## src/rtl/bit_map_gen.sv

```systemverilog
// Bit-map renderer: draws DATA_W shadowed bits as grouped boxes
// using run-length column tracking driven by a pixel strobe.
module bit_map_gen #(
  parameter int DATA_W    = 16,
  parameter int GROUP     = 4,
  parameter int LEFT      = 55,
  parameter int BOX_W     = 34,
  parameter int BOX_GAP   = 5,
  parameter int GROUP_GAP = 29,
  parameter int ROW_TOP   = 0,
  parameter int ROW_H     = 480,
  parameter int CW        = 11
) (
  input  logic              clk,
  input  logic              reset,
  input  logic              pix_en,
  input  logic              line_start,
  input  logic              frame_start,
  input  logic [DATA_W-1:0] data,
  output logic              color,
  output logic              bc,
  output logic              hl
);

  localparam int BW = (DATA_W > 1) ? $clog2(DATA_W) : 1;

  typedef enum logic [2:0] {
    MARGIN, BOX, GAP, GGAP, DONE
  } state_t;

  localparam state_t START = (LEFT == 0) ? BOX : MARGIN;
  localparam logic [BW-1:0] TOP = BW'(DATA_W - 1);
  localparam logic [CW:0] L_END  = (CW+1)'(LEFT);
  localparam logic [CW:0] B_END  = (CW+1)'(BOX_W);
  localparam logic [CW:0] G_END  = (CW+1)'(BOX_GAP);
  localparam logic [CW:0] GG_END = (CW+1)'(GROUP_GAP);
  localparam logic [CW:0] ROW_LO = (CW+1)'(ROW_TOP);
  localparam logic [CW:0] ROW_HI = (CW+1)'(ROW_TOP + ROW_H);

  state_t state, state_nx, cur_state;
  logic [CW-1:0] run, run_nx, cur_run;
  logic [CW-1:0] row, row_cur;
  logic [CW:0] run_p1;
  logic [BW-1:0] bit_idx, bit_nx, cur_bit;
  logic [DATA_W-1:0] shadow, prev;
  logic in_rows;

  // Effective position of this pixel: line_start makes it column 0
  always_comb begin
    cur_state = state;
    cur_run   = run;
    cur_bit   = bit_idx;
    if (line_start) begin
      cur_state = START;
      cur_run   = '0;
      cur_bit   = TOP;
    end
  end

  // Row of this pixel and vertical window test
  always_comb begin
    row_cur = row;
    if (frame_start) begin
      row_cur = '0;
    end else if (line_start && (row != '1)) begin
      row_cur = row + 1'b1;
    end
    in_rows = ({1'b0, row_cur} >= ROW_LO) &&
              ({1'b0, row_cur} < ROW_HI);
  end

  // Run-length column FSM: next position after this pixel
  always_comb begin
    state_nx = cur_state;
    run_nx   = cur_run;
    bit_nx   = cur_bit;
    run_p1   = {1'b0, cur_run} + 1'b1;
    unique case (cur_state)
      MARGIN: begin
        if (run_p1 >= L_END) begin
          state_nx = BOX;
          run_nx   = '0;
        end else begin
          run_nx = cur_run + 1'b1;
        end
      end
      BOX: begin
        if (run_p1 >= B_END) begin
          run_nx = '0;
          if (cur_bit == '0) begin
            state_nx = DONE;
          end else begin
            bit_nx = cur_bit - 1'b1;
            if ((int'(cur_bit) % GROUP) == 0) begin
              state_nx = (GROUP_GAP == 0) ? BOX : GGAP;
            end else begin
              state_nx = (BOX_GAP == 0) ? BOX : GAP;
            end
          end
        end else begin
          run_nx = cur_run + 1'b1;
        end
      end
      GAP: begin
        if (run_p1 >= G_END) begin
          state_nx = BOX;
          run_nx   = '0;
        end else begin
          run_nx = cur_run + 1'b1;
        end
      end
      GGAP: begin
        if (run_p1 >= GG_END) begin
          state_nx = BOX;
          run_nx   = '0;
        end else begin
          run_nx = cur_run + 1'b1;
        end
      end
      DONE: begin
        state_nx = DONE;
      end
      default: begin
        state_nx = DONE;
      end
    endcase
  end

  // Position, row and frame-synchronous shadow registers
  always_ff @(posedge clk or posedge reset) begin
    if (reset) begin
      state   <= MARGIN;
      run     <= '0;
      bit_idx <= '0;
      row     <= '0;
      shadow  <= '0;
      prev    <= '0;
    end else begin
      row <= row_cur;
      if (frame_start) begin
        prev   <= shadow;
        shadow <= data;
      end
      if (pix_en) begin
        state   <= state_nx;
        run     <= run_nx;
        bit_idx <= bit_nx;
      end else if (line_start) begin
        state   <= START;
        run     <= '0;
        bit_idx <= TOP;
      end
    end
  end

  // Registered pixel outputs, one cycle after the strobed pixel
  always_ff @(posedge clk or posedge reset) begin
    if (reset) begin
      color <= 1'b1;
      bc    <= 1'b0;
      hl    <= 1'b0;
    end else if (pix_en) begin
      if ((cur_state == BOX) && in_rows) begin
        color <= shadow[cur_bit];
        bc    <= 1'b0;
        hl    <= shadow[cur_bit] ^ prev[cur_bit];
      end else begin
        color <= 1'b0;
        bc    <= 1'b1;
        hl    <= 1'b0;
      end
    end
  end

endmodule

```

## config.mk

```make
export PLATFORM = sky130hd
export DESIGN_NAME = bit_map_gen
export DESIGN_NICKNAME = d
export VERILOG_FILES = /design/src/rtl/bit_map_gen.sv
export SDC_FILE = /design/constraint.sdc
export NUM_CORES = 1
export LEC_CHECK = 0
export ABC_AREA = 1
export CORE_AREA = 2 2 94 96
export CTS_CLUSTER_DIAMETER = 30
export DETAILED_ROUTE_END_ITERATION = 8
export DIE_AREA = 0 0 96 98
export PLACE_DENSITY_LB_ADDON = 0.25
export SLEW_MARGIN = 20
export SYNTH_ARGS = -nofsm -noshare
export SYNTH_HDL_FRONTEND = slang
export SYNTH_SLANG_ARGS = --single-unit
```

## constraint.sdc

```tcl
create_clock -name clk -period 5.76 [get_ports clk]
set_input_delay 0.576 -clock clk [delete_from_list [all_inputs] [get_ports clk]]
set_output_delay 0.576 -clock clk [all_outputs]
set_load 0.05 [all_outputs]
```

Yosys cells after proc, flatten, opt, wreduce, memory -nomap -nowiden
Index checks and enable logic that the tools add are counted.
{"block": "totals", "register_bits": 64, "in_bits": 21, "out_inout_bits": 3, "elab_cells": 59}
{"block": "classes", "n_addsub": 4, "n_lt_le_gt_ge": 6, "n_eq_ne": 4, "mux": 30, "bitwise": 1, "n_reduce_logical": 5}
{"operator": "11-bit 2-to-1 mux", "count": 8}
{"operator": "11-bit one-hot mux with 4 select lines", "count": 1}
{"operator": "32-bit zero test", "count": 1}
{"operator": "12-bit by 6-bit >= comparator with 1-bit output, second input constant", "count": 2}
{"operator": "11-bit by 1-bit adder with 11-bit output, second input constant", "count": 2}
{"operator": "3-bit 2-to-1 mux", "count": 7}
{"operator": "4-bit 2-to-1 mux", "count": 5}
{"operator": "11-bit by 1-bit adder with 12-bit output, second input constant", "count": 1}
{"operator": "12-bit by 3-bit >= comparator with 1-bit output, second input constant", "count": 1}
{"operator": "12-bit by 5-bit >= comparator with 1-bit output, second input constant", "count": 1}
{"operator": "3-bit one-hot mux with 4 select lines", "count": 1}
{"operator": "11-bit by 9-bit less-than comparator with 1-bit output, second input constant", "count": 1}
{"operator": "11-bit != test, second input constant", "count": 1}
{"operator": "1-bit binary-select mux with 4-bit select", "count": 2}
{"operator": "3-bit by 2-bit equality test with 1-bit output, second input constant", "count": 2}
{"operator": "1-bit 2-to-1 mux", "count": 6}
{"operator": "4-bit by 5-bit less-than comparator with 1-bit output, second input constant", "count": 1}
{"operator": "4-bit zero test", "count": 1}
{"operator": "4-bit by 1-bit subtractor with 4-bit output, second input constant", "count": 1}
{"operator": "3-bit by 1-bit equality test with 1-bit output, second input constant", "count": 1}
{"operator": "3-bit zero test", "count": 1}
{"operator": "1-bit logical AND", "count": 2}
{"operator": "1-bit XOR", "count": 1}

Longest topological paths before layout
Gate-level depths: netlist of the first run.
{"block": "logic_depth", "depth_word": 7, "ltp_mapped": 19, "depth_no_buf": 17}

Least setup slack after synthesis of the first run
OpenSTA, ideal clock, no wires.
{"block": "synth_timing", "path_kind": "input -> register", "from": "input line_start", "to": "register bit_idx[2]", "setup_ps": 120, "arrival_ps": 2412, "t_required_ps": 5640, "path_slack_ps": 3228, "stages": 19, "path_buffers": 2, "cell_sequence": "buf_6 > inv_6 > buf_6 > nand2_1 > inv_1 > ha_1 > nand4_4 > nor2_4 > nand2_1 > nand2_1 > nand3_2 > nor2_8 > nand3_1 > nand2_2 > inv_2 > nand2_1 > nand2_1 > o21ai_0 > nor2_1"}
{"block": "synth_via", "elab_chain_cells": 6, "word_cells_on_any_way": 12, "classes_between": "add/sub: 2; order compare: 1; eq/ne: 1; mux: 7; reduce/logical: 1"}
{"item": "start: declaration", "line_no": "17", "source": "input logic line_start,"}
{"item": "11-bit 2-to-1 mux or 4-bit 2-to-1 mux (tied branches)"}
{"item": "11-bit by 1-bit adder with 12-bit output, or another cell as far along", "line_no": "77", "source": "run_p1 = {1'b0, cur_run} + 1'b1;"}
{"item": "12-bit by 6-bit >= comparator with 1-bit output or 4-bit 2-to-1 mux (tied branches)", "line_no": "88, 90"}
{"item": "4-bit 2-to-1 mux", "line_no": "88", "source": "if (run_p1 >= B_END) begin"}
{"item": "4-bit 2-to-1 mux", "line_no": "78", "source": "unique case (cur_state)"}
{"item": "4-bit 2-to-1 mux *", "line_no": "144", "source": "if (pix_en) begin"}
{"item": "end signal: assignment", "line_no": "147", "source": "bit_idx <= bit_nx;"}
{"item": "end: declaration", "line_no": "44", "source": "logic [BW-1:0] bit_idx, bit_nx, cur_bit;"}
Mark *: on every way between the ends. The rest lies on a longest branch, timed or not.
A chain may end at the register's enable or synchronous reset.

Worst setup path after layout of the first run
Same ends and word-level chain as after synthesis.

==> results of run 1 <==
## state kept, by name (all words and copies together), names as in the netlist
register / flops
bc: 1
run: 11
shadow: 16
hl: 1
prev: 16
row: 11
bit_idx: 4
color: 1
state: 3
## placed cells by master (no fill, tap or decap), drive strengths merged
cell	Yosys	final
a21oi	30	30
a31oi	2	2
buf	6	3
bufinv	0	1
clkbuf	11	13
clkdlybuf4s50	0	23
clkinv	0	1
clkinvlp	0	1
dfrtp	63	63
dfstp	1	1
ha	8	8
inv	70	70
nand2	115	115
nand3	41	41
nand4	8	8
nor2	51	51
nor3	8	8
nor4	1	1
o211ai	2	2
o21ai	69	69
o21bai	1	1
xnor2	2	2
xor2	7	7
## power groups by stage
stage | Clock [µW] | Combinational, µW | Sequential [µW]
floorplan | 0 | 77.6 | 495
CTS | 404 | 107 | 493
global placement | 0 | 105 | 502
global route | 431 | 122 | 497
finish | 395 | 105 | 494
detailed placement | 0 | 107 | 502
## final cells by class
cell class / instances / area share
clock inverter: 3 / 0.0101
inverter: 70 / 0.0634
sequential: 64 / 0.379
timing repair buffer: 26 / 0.0598
multi-input combinational: 345 / 0.418
tap: 108 / 0.0320
clock buffer: 13 / 0.0376
## per-stage QoR
| step | instances | area [µm²] | total power, µW | hold WS (ns) | worst slack [ns] |
|---|---|---|---|---|---|
| detailed placement | 613 | 4030 | 609 | 0.463 | 2.44 |
| finish | 629 | 4230 | 995 | 0.479 | 2.75 |
| floorplan | 496 | 3730 | 573 | 0.443 | 3.23 |
| CTS | 629 | 4230 | 1010 | 0.480 | 2.78 |
| global placement | 613 | 4030 | 607 | 0.458 | 2.58 |
| global route | 629 | 4230 | 1050 | 0.512 | 2.48 |
## layer usage
metal  wire length [µm]  track usage  part of all wire  vias to the layer above
met1               3690        0.256              0.46                     1489
met2               4040        0.306              0.50                       46
met3                256       0.0424             0.032                       10
li1                   -            -                 -                     1642
met4                105       0.0626             0.013                        0
met5                  0            0                 0                        -
## worst max-delay path: stages
cell and delay [ns]:
clkdlybuf4s50_1 0.41, buf_4 0.23, inv_6 0.17, nand2_1 0.13
inv_1 0.14, ha_1 0.28, nand4_4 0.14, nor2_4 0.15
nand2_1 0.07, nand2_1 0.06, nand3_1 0.12, nor2_4 0.19
nand3_1 0.11, nand2_2 0.09, inv_2 0.06, nand2_1 0.07
nand2_1 0.05, o21ai_0 0.11, nor2_1 0.06
## how the worst max path moves through the flow
stage / start / end / slack, ns / cells after the start
2_1_floorplan: line_start / bit_idx[2] / 3.23 / 19
3_3_place_gp: line_start / state[0] / 2.58 / 17
3_5_place_dp: line_start / bit_idx[2] / 2.44 / 19
4_1_cts: line_start / bit_idx[2] / 2.78 / 19
5_1_grt: line_start / bit_idx[2] / 2.48 / 19
6_report: line_start / bit_idx[2] / 2.75 / 19
## cell families (layout without fill, tap and decap cells)
family / after synthesis / after routing
DFF: 64 / 64
and+or+nand+nor: 224 / 224
buffers and inverters: 87 / 112
adders and majority gates: 8 / 8
xor gates and xnor gates: 9 / 9
AOI/OAI and AO/OA: 104 / 104
==> metrics.csv, run 1 <==
stage,metric,value,unit
final_layout,syn2layout_area_growth,13.4,%
yosys,synth_seq_cells,64,
global_routing,grtUsageTotal,0.191,
worst_hold_path,hp-class,reg2reg,
floorplanning,dieHeight,98,µm
global_routing,grt_max_degree,65,
critical_path,endpoint_kind,flip-flop,
timing,finalMaxSlewViolations,0,
detailed_routing,drt_pass1_iterations,4,
critical_path,crit_fanout,17,
cts,root_buffer,clkbuf_8,
yosys,synth_flop_cell,dfrtp_1,
yosys,synth_cells,496,
placed_design,gp_congestion,0.939,
detailed_routing,routed_wl,8100,µm
yosys,synth_edf_count,0,
final_layout,regArea,1600,µm²
cts,clk_latency,0.34,ns
detailed_routing,first_iter_violations,190,
timing,rsz0062_at_grt,false,
yosys,yosys.area_share.simple,0.284,
power_and_ir_drop,p_sw,256,µW
final_layout,multiInputGateArea,1770,µm²
timing,setup_viol,0,
cts,htreeDepth,3,
yosys,syn_nets,525,
critical_path,timing.rr.end,bit_idx[2],
global_routing,antenna_found_initial,0,
cts,cts_buffers,9,
power_and_ir_drop,p_int,739,µW
critical_path,ff2ff_setup_slack,3.49,ns
detailed_routing,num_vias,3187,
final_layout,final_util,0.499,
yosys,synth.distinct_cells,32,
critical_path,reg2reg_depth,16,
power_and_ir_drop,power_frac_seq,0.496,
yosys,syn_area_per_cell,7.51,µm²
timing,tns,0,ns
power_and_ir_drop,comb_power_share,0.106,
floorplanning,die_w,96,µm
critical_path,crit_required,5.98,ns
yosys,synth_most_common_cell,nand2_1,
worst_hold_path,hp-start,prev[3],
final_layout,fillers,854,
floorplanning,core_area,8470,µm²
yosys,yosysTopAreaCell,dfrtp_1,
cts,post_cts_resized,0,
worst_hold_path,min_to,prev[3],
detailed_routing,drc,0,
yosys,synth_xor_xnor_area_share,0.0211,
timing,fmax,333,MHz
run_status,status,completed,
power_and_ir_drop,power_leakage,0.00194,µW
detailed_routing,wl_per_cell,12.9,µm
yosys,synthMuxAreaShare,0,
job,maxCapViolCount,0,
global_routing,grt_pass1_wl,14300,µm
yosys,synthTopCellsByCount,"nand2_1 (107), inv_1 (65), dfrtp_1 (63)",
floorplanning,fp-row-count,34,
power_and_ir_drop,p_per_area,235,nW/µm²
detailed_routing,antenna_left,0,
yosys,yosysSeqAreaShare,0.430,
global_routing,gr-total-overflow,0,
timing,post-route-period-util,0.522,
global_routing,grt_pass1_vias,3190,
yosys,synthArstFlopShare,1.00,
timing,fin_crit,3.01,ns
floorplanning,initial_core_util,0.440,
yosys,synth_top_cell_area_share,0.423,
timing,timing.final.hold_violations,0,
placed_design,dp_hpwl,5770,µm
power_and_ir_drop,ir_drop,0.000137,V
critical_path,arrival,3.23,ns
cts,clk_pin_slew,0.07,ns
cts,cts_tree,done,
timing,skew,0.0102,ns
worst_hold_path,whs_path_depth,2,
final_layout,antenna_cells,0,
cts,ctsHoldBuffers,0,
final_layout,layout-drive-gt1-share,0.0940,
cts,clk_path_buf_depth,2,
yosys,synth_compound_gate_area_share,0.142,
cts,cts_setup_buffers,0,
floorplanning,dieArea,9410,µm²
floorplanning,num_io_pins,24,
yosys,ys_top_cells_by_area,"dfrtp_1 (42%), nand2_1 (11%), o21ai_0 (8.1%)",
critical_path,critPathKind,in2reg,
power_and_ir_drop,pwr-share-clk,0.398,
cts,clock-sinks,64,
yosys,synthesis.area,3730,µm²
timing,worst_slew_pin_slew,1.04,ns
yosys,yosysWarnings,0,
yosys,synth_top_family_by_area,simple AND/OR/NAND/NOR gates,
timing,slew_headroom,0.303,
detailed_routing,viasPerCell,5.07,
power_and_ir_drop,swShare,0.257,
critical_path,r2r-start,run[0],
final_layout,nets,545,
placed_design,port_buffers,23,
yosys,synthAdderAreaFrac,0.0269,
critical_path,crit_path_start_kind,primary input,
Power figures use the tool's default switching activity.
==> run 2, diff against run 1 <==
==> constraint.sdc (replaced) <==
create_clock -name clk -period 2.8 [get_ports clk]
set_input_delay 0.28 -clock clk [delete_from_list [all_inputs] [get_ports clk]]
set_output_delay 0.28 -clock clk [all_outputs]
set_load 0.05 [all_outputs]
==> run 2 against run 1 <==
- utilization increased by 1.2 points
- cell count is 1.7% higher
- hold slack got worse by 0.15 ns
- clock power up 85%
- final area is 2.3% higher
- sequential share of layout area decreased by 0.87 points
==> metrics.csv, run 2 (synthesis gave the netlist of run 1 again) <==
stage,metric,value,unit
run_status,status,completed,
power_and_ir_drop,ir_drop,0.000350,V
cts,root_buffer,clkbuf_8,
cts,clock-sinks,64,
cts,htreeDepth,3,
global_routing,antenna_found_initial,0,
floorplanning,num_io_pins,24,
final_layout,mostFrequentLayoutCells,"nand2_1 (107), inv_1 (64), dfrtp_1 (63)",
final_layout,regArea,1600,µm²
timing,slew_headroom,0.665,
worst_hold_path,hp-class,in2async,
detailed_routing,antenna_left,0,
global_routing,grt_pass1_vias,3116,
detailed_routing,viasPerCell,5.09,
global_routing,gr-total-overflow,0,
final_layout,fin_area,4330,µm²
placed_design,place_ws,0.106,ns
critical_path,reg2reg_depth,13,
critical_path,crit_path_start_kind,primary input,
final_layout,reg_top3,"prev (16), shadow (16)",
cts,clk_path_buf_depth,2,
final_layout,syn2layout_area_growth,16.0,%
timing,worst_slew_pin_slew,0.501,ns
final_layout,antenna_cells,0,
global_routing,grt_pass1_wl,14000,µm
cts,ctsHoldBuffers,0,
global_routing,grt_max_degree,65,
critical_path,crit_required,3.05,ns
timing,finalMaxSlewViolations,0,
timing,rsz0062_at_grt,false,
timing,fin_crit,2.34,ns
floorplanning,dieHeight,98,µm
floorplanning,initial_core_util,0.440,
critical_path,arrival,2.59,ns
timing,fin_ws,0.462,ns
cts,cts_buffers,9,
timing,post-route-period-util,0.835,
final_layout,layout-drive-gt1-share,0.117,
critical_path,endpoint_kind,flip-flop,
detailed_routing,num_vias,3256,
floorplanning,dieArea,9410,µm²
timing,tns,0,ns
floorplanning,die_w,96,µm
placed_design,gp_congestion,0.933,
power_and_ir_drop,power_leakage,0.00200,µW
floorplanning,core_area,8470,µm²
detailed_routing,first_iter_violations,179,
placed_design,dp_hpwl,5960,µm
cts,cts_setup_buffers,0,
final_layout,final_cells,640,
timing,timing.final.hold_violations,0,
placed_design,dp.cells,624,
cts,clk_latency,0.34,ns
global_routing,grtUsageTotal,0.189,
power_and_ir_drop,p_per_area,458,nW/µm²
final_layout,fillers,811,
floorplanning,fp-row-count,34,
timing,fmax,428,MHz
job,maxCapViolCount,0,
timing,skew,0.00669,ns
detailed_routing,wl_per_cell,12.9,µm
placed_design,dpl_cell_area,4150,µm²
final_layout,final_common_cell,nand2_1,
critical_path,critPathKind,in2reg,
final_layout,nets,556,
critical_path,crit_fanout,7,
cts,clk_pin_slew,0.08,ns
cts,cts_tree,done,
detailed_routing,drt_pass1_iterations,4,
cts,post_cts_resized,0,
detailed_routing,drc,0,
final_layout,multiInputGateArea,1770,µm²
detailed_routing,routed_wl,8230,µm
placed_design,port_buffers,23,
timing,setup_viol,0,
run 2: cell count changes in the layout (fill, tap and decap cells not counted), sizes merged:
cell,before,now
buf,3,14
clkbuf,13,10
inv,70,72
bufinv,1,0
clkinv,1,2
clkinvlp,1,2
run 2: per-layer routing:
metal  routed length (µm)  track usage
met2                 4020        0.309
met5                    0            0
met4                  170       0.0703
met3                  257       0.0378
met1                 3780        0.246
run 2: area by class of cell:
type                       instances  area share
clock inverter                     6     0.00984
timing repair buffer              37      0.0862
inverter                          70      0.0619
multi-input combinational        345       0.408
sequential                        64       0.371
clock buffer                      10      0.0318
tap                              108      0.0312
run 2: worst max-delay path, cell delays in order:
cell and delay, ns:
clkdlybuf4s50_1 0.54, inv_6 0.11, nand2_1 0.06, inv_1 0.07
ha_1 0.27, nand4_4 0.15, nor2_4 0.15, nand2_1 0.07
nor2_1 0.12, nor2_2 0.08, nor2_8 0.14, nand4_1 0.15
nand2_2 0.15, o21ai_1 0.08, a21oi_1 0.16
run 2: final timing paths:
kind                             from   endpoint  slack, ns
hold / removal                  reset  shadow[0]       0.33
setup / recovery           line_start     run[2]       0.46
hold reg to reg               prev[3]    prev[3]       0.48
max in group asynchronous       reset      color       2.17
setup reg to reg               run[1]     run[2]       0.65
min in group clk              data[7]  shadow[7]       0.47
run 2: stage by stage:
stage	hold WS (ns)	util	total power, µW
after CTS	0.341	0.511	2010
after floorplan	0.397	-	1180
after detailed placement	0.463	0.490	1270
final	0.331	0.511	1980
after global placement	0.461	0.490	1260
after global routing	0.354	0.511	2090
run 2: where the power goes:
part	leakage, µW	internal (µW)	total [µW]	switching (µW)
Combinational	0.00111	91.5	234	143
Clock	0.0000891	348	729	381
Sequential	0.000801	980	1020	36.5
Total	0.00200	1420	1980	560
==> run 3, diff against run 2 <==
==> constraint.sdc (replaced) <==
create_clock -name clk -period 1.87 [get_ports clk]
set_input_delay 0.187 -clock clk [delete_from_list [all_inputs] [get_ports clk]]
set_output_delay 0.187 -clock clk [all_outputs]
set_load 0.05 [all_outputs]
==> run 3 against run 2 <==
- the flow now finishes with violations (negative setup slack)
- wire length rose by 8.9%
- die area did not move
- sequential share of layout area is 4.1 points lower
- combinational power grew 74%
- count of clock-buffer cells in the layout did not move
- hold slack worse by 0.12 ns
- cell count grew 7.5%
- final area is 12% higher
- global-route usage rose by 1.8 points
- critical path type is now reg2reg
- critical endpoint unchanged
- highest routed layer unchanged
==> metrics.csv, run 3 (synthesis gave the netlist of run 1 again) <==
stage,metric,value,unit
job,maxCapViolCount,0,
cts,ctsHoldBuffers,0,
timing,post-route-period-util,1.09,
power_and_ir_drop,p_per_area,684,nW/µm²
detailed_routing,drc,0,
power_and_ir_drop,ir_drop,0.000786,V
cts,clk_path_buf_depth,2,
critical_path,timing.rr.end,run[2],
cts,clk_pin_slew,0.08,ns
final_layout,antenna_cells,0,
final_layout,reg_top3,"prev (16), shadow (16)",
critical_path,crit_required,2.15,ns
floorplanning,dieHeight,98,µm
timing,fin_ws,-0.177,ns
run_status,status,finished with violations,
worst_hold_path,hp-class,in2async,
floorplanning,dieArea,9410,µm²
final_layout,nets,604,
critical_path,crit_cells,13,
critical_path,cp_cell_sequence,"inv_2, nor2_4, ha_4, nand4_4, nor2_4, nand2_1, nand2_1, nand3_2, nor2_8, nand4_1, nand2_2, o21ai_2, a21oi_1",
global_routing,gr-total-overflow,0,
floorplanning,core_area,8470,µm²
floorplanning,initial_core_util,0.440,
critical_path,r2r-start,run[1],
global_routing,grt_max_degree,65,
final_layout,multiInputGateArea,1860,µm²
detailed_routing,routed_wl,8970,µm
timing,fin_crit,2.05,ns
cts,cts_buffers,9,
cts,cts_tree,done,
timing,skew,0.00795,ns
power_and_ir_drop,power_leakage,0.00229,µW
timing,hold_slack,0.215,ns
detailed_routing,drt_pass1_iterations,4,
detailed_routing,antenna_left,0,
timing,slew_headroom,0.673,
global_routing,grtUsageTotal,0.207,
critical_path,critPathKind,reg2reg,
critical_path,max_stage_delay,0.36,ns
timing,finalMaxSlewViolations,0,
final_layout,regArea,1600,µm²
floorplanning,num_io_pins,24,
critical_path,ff2ff_setup_slack,-0.18,ns
cts,clk_latency,0.35,ns
final_layout,final_common_cell,nand2_1,
timing,worst_slew_pin_slew,0.489,ns
detailed_routing,viasPerCell,5.05,
timing,rsz0062_at_grt,true,
critical_path,path_buf_inv,1,
critical_path,crit_family,simple AND/OR/NAND/NOR gates,
placed_design,dp.cells,665,
final_layout,final_util,0.574,
final_layout,layout-drive-gt1-share,0.231,
placed_design,place_ws,-0.592,ns
timing,timing.final.hold_violations,0,
timing,setup_viol,13,
placed_design,dp_hpwl,6480,µm
critical_path,crit_fanout,7,
detailed_routing,first_iter_violations,174,
timing,fmax,489,MHz
detailed_routing,num_vias,3477,
floorplanning,fp-row-count,34,
placed_design,gp_congestion,0.856,
final_layout,fillers,755,
timing,tns,-1.38,ns
global_routing,grt_pass1_vias,3274,
cts,htreeDepth,3,
cts,root_buffer,clkbuf_8,
final_layout,mostFrequentLayoutCells,"nand2_1 (102), dfrtp_1 (63), inv_1 (62)",
run_status,violations,negative setup slack,
final_layout,syn2layout_area_growth,30.3,%
cts,clock-sinks,64,
critical_path,crit_path_start_kind,flip-flop,
placed_design,port_buffers,23,
global_routing,antenna_found_initial,0,
critical_path,arrival,2.32,ns
global_routing,grt_pass1_wl,15100,µm
critical_path,reg2reg_depth,13,
critical_path,crit_path_top_delay_cell,dfrtp_1,
final_layout,final_cells,688,
detailed_routing,wl_per_cell,13.0,µm
critical_path,endpoint_kind,flip-flop,
floorplanning,die_w,96,µm
run 3: worst register-to-register path, delay by kind of cell, from the launching register on:
family,cells,cell delay (ns)
adders and majority gates,1,0.18
and+or+nand+nor,9,1.17
buffers and inverters,1,0.05
AOI/OAI and AO/OA,2,0.22
DFF,1,0.36
run 3: routing by layer:
| metal | share of wire | GRT usage |
|---|---|---|
| met1 | 0.43 | 0.254 |
| met4 | 0.024 | 0.0846 |
| met2 | 0.53 | 0.353 |
| met5 | 0 | 0 |
| met3 | 0.022 | 0.0401 |
run 3: through the flow:
| stage | instance area [µm²] | total power [µW] |
|---|---|---|
| floorplan | 3770 | 1770 |
| global placement | 4500 | 1930 |
| detailed placement | 4500 | 1940 |
| CTS | 4770 | 3330 |
| global route | 4860 | 3480 |
| finish | 4860 | 3320 |
run 3: final cells by class:
type | instances | area share
Inverter | 70 | 0.0577
Tap cell | 108 | 0.0278
Multi-Input combinational cell | 345 | 0.383
Sequential cell | 64 | 0.330
Timing Repair Buffer | 85 | 0.154
Clock inverter | 6 | 0.0188
Clock buffer | 10 | 0.0283
run 3: worst max-delay path by stage:
stage,to,slack (ns),start
after floorplan,bit_idx[2],-0.06,line_start
after global placement,run[1],-0.47,line_start
after detailed placement,run[2],-0.59,line_start
after CTS,run[2],-0.17,run[1]
after global routing,run[1],-0.35,run[1]
final,run[2],-0.18,run[1]
run 3: power by group:
group          internal [µW]  switching [µW]
logic                    173             235
registers               1470            51.3
clock network            791             606
run 3: what timing repair did:
action	in CTS	in global routing
resized for setup	11	20
endpoints found under the setup margin	16	17
pin swaps	9	11
buffers inserted	2	5
